$ cat config.mk
export PLATFORM = sky130hd
export DESIGN_NAME = gauss_feeder
export DESIGN_NICKNAME = d
export VERILOG_FILES = /design/src/rtl/gauss_pkg.sv /design/src/rtl/gauss_win_addr.sv /design/src/rtl/gauss_feeder.sv
export SDC_FILE = /design/constraint.sdc
export NUM_CORES = 1
export LEC_CHECK = 0
export CAP_MARGIN = 20
export CORE_MARGIN = 2
export CORE_UTILIZATION = 49
export DETAILED_ROUTE_END_ITERATION = 16
export PLACE_DENSITY = 0.77
export RECOVER_POWER = 50
export SYNTH_ARGS = -nofsm -noshare
export SYNTH_HDL_FRONTEND = slang
export SYNTH_SLANG_ARGS = --single-unit
$ cat constraint.sdc
create_clock -name clk -period 5.93 [get_ports clk]
set_clock_uncertainty 0.05 [all_clocks]
set_input_delay 1.779 -clock clk [delete_from_list [all_inputs] [get_ports clk]]
set_output_delay 1.779 -clock clk [all_outputs]
set_load 0.02 [all_outputs]
$ cat src/rtl/gauss_pkg.sv
// Shared types and constants for the Gaussian-filter feeder.
// The ERR state exists only when GAUSS_FEEDER_TIMEOUT_EN is defined.
package gauss_pkg;

  localparam int PIX_W = 8;

  localparam logic SEL_DATA = 1'b1;
  localparam logic SEL_CTRL = 1'b0;

  localparam logic [31:0] CTRL_START = 32'h1;

  typedef enum logic [3:0] {
    IDLE,
    RD_ADDR,
    RD_WAIT,
    WR_PIX,
    KICK,
    POLL,
    RD_RES,
    WR_OUT,
    NEXT,
    DONE
`ifdef GAUSS_FEEDER_TIMEOUT_EN
    , ERR
`endif
  } state_t;

endpackage

$ cat src/rtl/gauss_win_addr.sv
// Window/tap counters and source/destination address generation.
// Counters start at window (1,1), tap 0 on load; the tap index runs i-major, j-minor.
module gauss_win_addr
  import gauss_pkg::*;
#(
  parameter int IMG_W = 8,
  parameter int IMG_H = 8
) (
  input  logic        clk,
  input  logic        rst,
  input  logic        load,
  input  logic [31:0] src_base,
  input  logic [31:0] dst_base,
  input  logic        tap_adv,
  input  logic        win_adv,
  output logic [31:0] src_addr,
  output logic [31:0] dst_addr,
  output logic        taps_done,
  output logic        last_done
);

  logic [31:0] src_base_reg;
  logic [31:0] dst_base_reg;
  logic [31:0] out_idx_reg;
  logic [15:0] row_reg;
  logic [15:0] col_reg;
  logic [1:0]  ti_reg;
  logic [1:0]  tj_reg;

  always_ff @(posedge clk) begin
    if (rst) begin
      src_base_reg <= '0;
      dst_base_reg <= '0;
      out_idx_reg  <= '0;
      row_reg      <= '0;
      col_reg      <= '0;
      ti_reg       <= '0;
      tj_reg       <= '0;
    end else if (load) begin
      src_base_reg <= src_base;
      dst_base_reg <= dst_base;
      out_idx_reg  <= '0;
      row_reg      <= 16'd1;
      col_reg      <= 16'd1;
      ti_reg       <= '0;
      tj_reg       <= '0;
    end else if (win_adv) begin
      ti_reg      <= '0;
      tj_reg      <= '0;
      out_idx_reg <= out_idx_reg + 32'd1;
      if (col_reg == 16'(IMG_W - 2)) begin
        col_reg <= 16'd1;
        row_reg <= row_reg + 16'd1;
      end else begin
        col_reg <= col_reg + 16'd1;
      end
    end else if (tap_adv) begin
      if (tj_reg == 2'd2) begin
        tj_reg <= '0;
        ti_reg <= ti_reg + 2'd1;
      end else begin
        tj_reg <= tj_reg + 2'd1;
      end
    end
  end

  // ti reaching 3 means all nine taps of the window have been issued.
  always_comb begin
    src_addr  = src_base_reg
              + (32'(row_reg) + 32'(ti_reg) - 32'd1) * 32'(IMG_W)
              + 32'(col_reg) + 32'(tj_reg) - 32'd1;
    dst_addr  = dst_base_reg + out_idx_reg;
    taps_done = (ti_reg == 2'd3);
    last_done = (row_reg == 16'(IMG_H - 1));
  end

endmodule

$ cat src/rtl/gauss_feeder.sv
// Streams 3x3 windows of a source image through a Gaussian peripheral, writing results out.
// Optional poll timeout with an ERR state is enabled by defining GAUSS_FEEDER_TIMEOUT_EN.
module gauss_feeder
  import gauss_pkg::*;
#(
  parameter int IMG_W        = 8,
  parameter int IMG_H        = 8,
  parameter int POLL_TIMEOUT = 64
) (
  input  logic        clk,
  input  logic        rst,
  input  logic        start_i,
  input  logic [31:0] src_base_i,
  input  logic [31:0] dst_base_i,
  output logic [31:0] mem_addr_o,
  input  logic [7:0]  mem_rdata_i,
  output logic        out_we_o,
  output logic [31:0] out_addr_o,
  output logic [7:0]  out_data_o,
  output logic        g_select_o,
  output logic        g_we_o,
  output logic [31:0] g_wdata_o,
  input  logic [31:0] g_rdata_i,
  output logic        busy_o,
  output logic        done_o,
  output logic        error_o
);

  state_t      state_reg;
  logic        start_ok;
  logic        tap_adv;
  logic        win_adv;
  logic        taps_done;
  logic        last_done;
  logic [31:0] src_addr;
  logic [31:0] dst_addr;
  logic        unused_bits;

`ifdef GAUSS_FEEDER_TIMEOUT_EN
  logic [31:0] poll_cnt_reg;
  logic        error_reg;
  assign start_ok = start_i && (state_reg == IDLE || state_reg == ERR);
  assign error_o  = error_reg;
`else
  assign start_ok = start_i && (state_reg == IDLE);
  assign error_o  = 1'b0;
`endif

  // Tap advances once its address is presented, window once its result is written,
  // so the registered address loaded on the next transition is already current.
  assign tap_adv     = (state_reg == RD_ADDR);
  assign win_adv     = (state_reg == WR_OUT);
  assign unused_bits = ^{g_rdata_i[31:PIX_W], POLL_TIMEOUT[0]};

  gauss_win_addr #(
    .IMG_W(IMG_W),
    .IMG_H(IMG_H)
  ) u_win_addr (
    .clk      (clk),
    .rst      (rst),
    .load     (start_ok),
    .src_base (src_base_i),
    .dst_base (dst_base_i),
    .tap_adv  (tap_adv),
    .win_adv  (win_adv),
    .src_addr (src_addr),
    .dst_addr (dst_addr),
    .taps_done(taps_done),
    .last_done(last_done)
  );

  always_ff @(posedge clk) begin
    if (rst) begin
      state_reg  <= IDLE;
      busy_o     <= 1'b0;
      done_o     <= 1'b0;
      g_we_o     <= 1'b0;
      out_we_o   <= 1'b0;
      g_select_o <= SEL_CTRL;
      g_wdata_o  <= '0;
      mem_addr_o <= '0;
      out_addr_o <= '0;
      out_data_o <= '0;
`ifdef GAUSS_FEEDER_TIMEOUT_EN
      poll_cnt_reg <= '0;
      error_reg    <= 1'b0;
`endif
    end else begin
      g_we_o   <= 1'b0;
      out_we_o <= 1'b0;
      done_o   <= 1'b0;
      if (start_ok) begin
        // First tap of window (1,1) is pixel (0,0), i.e. the source base itself.
        state_reg  <= RD_ADDR;
        busy_o     <= 1'b1;
        g_select_o <= SEL_CTRL;
        mem_addr_o <= src_base_i;
`ifdef GAUSS_FEEDER_TIMEOUT_EN
        error_reg  <= 1'b0;
`endif
      end else begin
        case (state_reg)
          RD_ADDR: state_reg <= RD_WAIT;
          RD_WAIT: begin
            state_reg  <= WR_PIX;
            g_select_o <= SEL_DATA;
            g_we_o     <= 1'b1;
            g_wdata_o  <= {{(32 - PIX_W){1'b0}}, mem_rdata_i};
          end
          WR_PIX: begin
            if (taps_done) begin
              state_reg  <= KICK;
              g_select_o <= SEL_CTRL;
              g_we_o     <= 1'b1;
              g_wdata_o  <= CTRL_START;
            end else begin
              state_reg  <= RD_ADDR;
              mem_addr_o <= src_addr;
            end
          end
          KICK: begin
            state_reg <= POLL;
`ifdef GAUSS_FEEDER_TIMEOUT_EN
            poll_cnt_reg <= '0;
`endif
          end
          POLL: begin
            if (!g_rdata_i[0]) begin
              state_reg  <= RD_RES;
              g_select_o <= SEL_DATA;
            end
`ifdef GAUSS_FEEDER_TIMEOUT_EN
            else if (poll_cnt_reg == 32'(POLL_TIMEOUT - 1)) begin
              state_reg <= ERR;
              busy_o    <= 1'b0;
              error_reg <= 1'b1;
            end else begin
              poll_cnt_reg <= poll_cnt_reg + 32'd1;
            end
`endif
          end
          RD_RES: begin
            state_reg  <= WR_OUT;
            g_select_o <= SEL_CTRL;
            out_we_o   <= 1'b1;
            out_addr_o <= dst_addr;
            out_data_o <= g_rdata_i[PIX_W-1:0];
          end
          WR_OUT: state_reg <= NEXT;
          NEXT: begin
            if (last_done) begin
              state_reg <= DONE;
              busy_o    <= 1'b0;
              done_o    <= 1'b1;
            end else begin
              state_reg  <= RD_ADDR;
              mem_addr_o <= src_addr;
            end
          end
          DONE: state_reg <= IDLE;
          default: ;
        endcase
      end
    end
  end

endmodule
==> results.tsv <==
stage	metric	value	unit
power_and_ir_drop	Pint	3.090	mW
grt	vias in the first global route	11640	
die	core area	0.02695	mm2
routing	Initial DRT Pass Iterations	4	
placement	dpl hpwl	24440	um
die	Initial Utilization	49.83	%
grt	GRT Overall Usage	23.19	%
power_and_ir_drop	clock power share	36.7	%
die	# rows	60	
die	die area	0.02875	mm2
sta	unrepaired setup endpoints after global routing	false	
sta	Final Cycle Share	95.07	%
yosys	YS warnings	0	
yosys	register area share after synthesis	32.95	%
yosys	synth top area cells	dfxtp_1 33%, ha_1 11%, nand2_1 7.9%	
yosys	Post-synth top cells	282 x nand2_1, 221 x dfxtp_1, 170 x a21oi_1	
die	Die Width	169.6	um
cts	clock latency on the worst-skew pair	0.54	ns
yosys	Post-synth EDFFs	0	
job	Max Cap Viol	5	
cts	Num CTS Buffers	25	
sta	max-slew violations	259	
sta	fmax	177.4	MHz
power_and_ir_drop	Sw Pwr	1.398	mW
power_and_ir_drop	PwrDens	276.5	mW/mm2
placement	number of cells after detailed placement	2160	
cts	CTS Hold Bufs	0	
routing	initial drt markers	688	
cts	Root Driver	clkbuf_16	
critical_path	CP Data Arrival Time	6.04	ns
critical_path	kind of critical path	register to register	
yosys	Post-synth ARST share	0	%
routing	routed vias	11900	
hold_path	Min-Delay Path Depth	2	
die	Die Ht	169.6	um
grt	total gr overflow	0	
sta	Finish-stage setup viols	0	
power_and_ir_drop	switch share	31.15	%
critical_path	R2R setup slack	0.29	ns
power_and_ir_drop	combinational share of power	27.8	%
placement	Buffers on Ports	167	
yosys	#FFs+latches synth	221	
sta	slew margin rel.	-47.93	%
power_and_ir_drop	sequential share of power	35.4	%
placement	RePlAce Congestion	0.8978	
hold_path	Hold Startpoint	out_addr_o[10]	
yosys	Post-Synthesis Cells	1712	
yosys	Synth cell types	68	
power_and_ir_drop	total power	4.488	mW
hold_path	type of the worst min-delay path	register to register	
sta	Final TNS setup	0	ns
power_and_ir_drop	maximum VDD drop	0.1866	mV
power_and_ir_drop	leakage	6.631	nW
routing	WL per Instance	15.20	um
routing	DRC	0	
critical_path	Startpoint Class	register	
die	Ports	217	
yosys	most frequent cell after synthesis	nand2_1	
outcome	outcome	complete, but fails checks	
yosys	largest area contributor in the netlist	dfxtp_1	
routing	vias per inst	5.388	
cts	CTS Buffer Depth	3	
yosys	synthesized area per cell	7.844	um2
routing	Routed WL	33570	um
finish	layout cells sized above 1	4.823	%
outcome	failing checks	capacitance limit, slew limit	
cts	Num Clock Sinks	221	
cts	H-tree levels	1	
critical_path	reg2reg end	mem_addr_o[29]	
critical_path	Req. time, crit path	6.33	ns
finish	fin util	60.23	%
yosys	Cell Area, Synth	0.01343	mm2
hold_path	WHS Endpoint	out_addr_o[10]	
cts	Clock transition at path regs	0.06	ns
critical_path	crit end category	register	
critical_path	R2R cell count	25	
yosys	top_reg_cell synth	dfxtp_1	
yosys	Synth top area share	32.95	%
routing	Routed Antenna Nets	0	
critical_path	Reg-to-Reg Start	u_win_addr.ti_reg[0]	
critical_path	Critical Path Source	u_win_addr.ti_reg[0]	
grt	initial antenna violation count	1	
cts	TritonCTS clock tree	built	
sta	worst-margin pin slew	2.219	ns
finish	Layout area overhead	20.88	%
grt	largest net degree at the start of global routing	93	
sta	minimum clock period	5.637	ns
sta	final hold vios	0	
finish	Final Non-Filler Cells	2208	
grt	first-pass GRT wire length	55530	um
finish	Final nets	2089	
critical_path	Worst Path Max Fanout	4	
logic make-up after synthesis:
logic type	after synthesis	synth area share (%)
simple gates	648	22.33
mux	4	0.3075
flops	221	32.95
fa+ha+maj	134	13.44
xor+xnor	137	8.991
other cells	1	0.02792
compound gates	336	14.73
buf+inv	231	7.230
area by class of cell:
cell class	count	area, um2
fill	2393	10720
multi-input combinational	1284	8205
sequential	221	4425
timing repair buffer	191	1832
clock buffer	30	644.4
inverter	125	469.2
tap	341	426.7
clock inverter	15	227.7
antenna	1	2.502
placed cells by master, fill, tap and decap left out, drive strengths merged, types with 16 or more instances in the layout:
master / synthesis / routed
nor2b: 20 / 20
ha: 117 / 117
conb: 1 / 25
nand3: 47 / 47
nand4: 21 / 21
xor2: 66 / 66
and3: 18 / 18
fa: 17 / 17
nor2: 143 / 143
a21o: 25 / 25
xnor2: 71 / 71
nor3: 31 / 31
dfxtp: 221 / 221
inv: 125 / 128
nand2b: 16 / 16
clkbuf: 66 / 35
a31oi: 20 / 20
buf: 40 / 20
nand2: 282 / 282
clkdlybuf4s50: 0 / 164
a21oi: 171 / 171
o21ai: 54 / 54
power groups by stage:
stage	Clock (mW)	Sequential, mW	Combinational [mW]
after floorplan	0	1.64	0.837
after global placement	0	1.62	1.17
after detailed placement	0	1.62	1.20
after CTS	1.68	1.59	1.21
after global routing	1.74	1.60	1.40
final	1.65	1.59	1.25
worst max-delay path, stage by stage, from the launching register on:
cell and delay [ns]:
dfxtp_2 0.35, ha_1 0.19, inv_1 0.07, fa_2 0.54
ha_1 0.17, and2_1 0.18, and4_1 0.24, nand3_1 0.13
or4_4 0.45, or4_4 0.54, inv_1 0.07, a31oi_1 0.05
ha_1 0.30, inv_1 0.04, ha_1 0.28, ha_1 0.35
nor2_1 0.07, a21oi_2 0.13, nand4_1 0.11, a31oi_1 0.19
o21ai_1 0.14, buf_4 0.17, nor2b_1 0.11, nor2_1 0.07
or3_1 0.37, a211oi_1 0.20
metal layers:
metal	global-route usage [%]	wire, um	vias up
met5	0	0	-
li1	-	-	6031
met2	40.78	15980	313
met4	6.020	839	0
met1	28.81	14680	5500
met3	4.967	2057	53
how the worst max path moves through the flow:
stage                           to  slack, ns  cells after the start
floorplan           mem_addr_o[31]       0.25                     26
global placement    mem_addr_o[28]       0.09                     24
detailed placement  mem_addr_o[26]      -0.15                     24
CTS                 mem_addr_o[31]       0.04                     24
global route        mem_addr_o[29]      0.005                     25
finish              mem_addr_o[29]       0.29                     25
per-stage QoR:
step | cell area, um2 | setup slack (ns) | hold WS, ns
2_1_floorplan | 13520 | 0.2480 | 0.3863
3_3_place_gp | 15300 | 0.08844 | 0.3888
3_5_place_dp | 15300 | -0.1490 | 0.3966
4_1_cts | 16190 | 0.04339 | 0.4062
5_1_grt | 16230 | 0.005143 | 0.4195
6_report | 16230 | 0.2925 | 0.4043
repair_timing:
action,CTS,global route
gates resized for setup,4,19
endpoints found under the setup margin,3,7
setup buffers,0,1
cloned,0,0
pin swaps,0,2
Power figures use the tool's default switching activity.
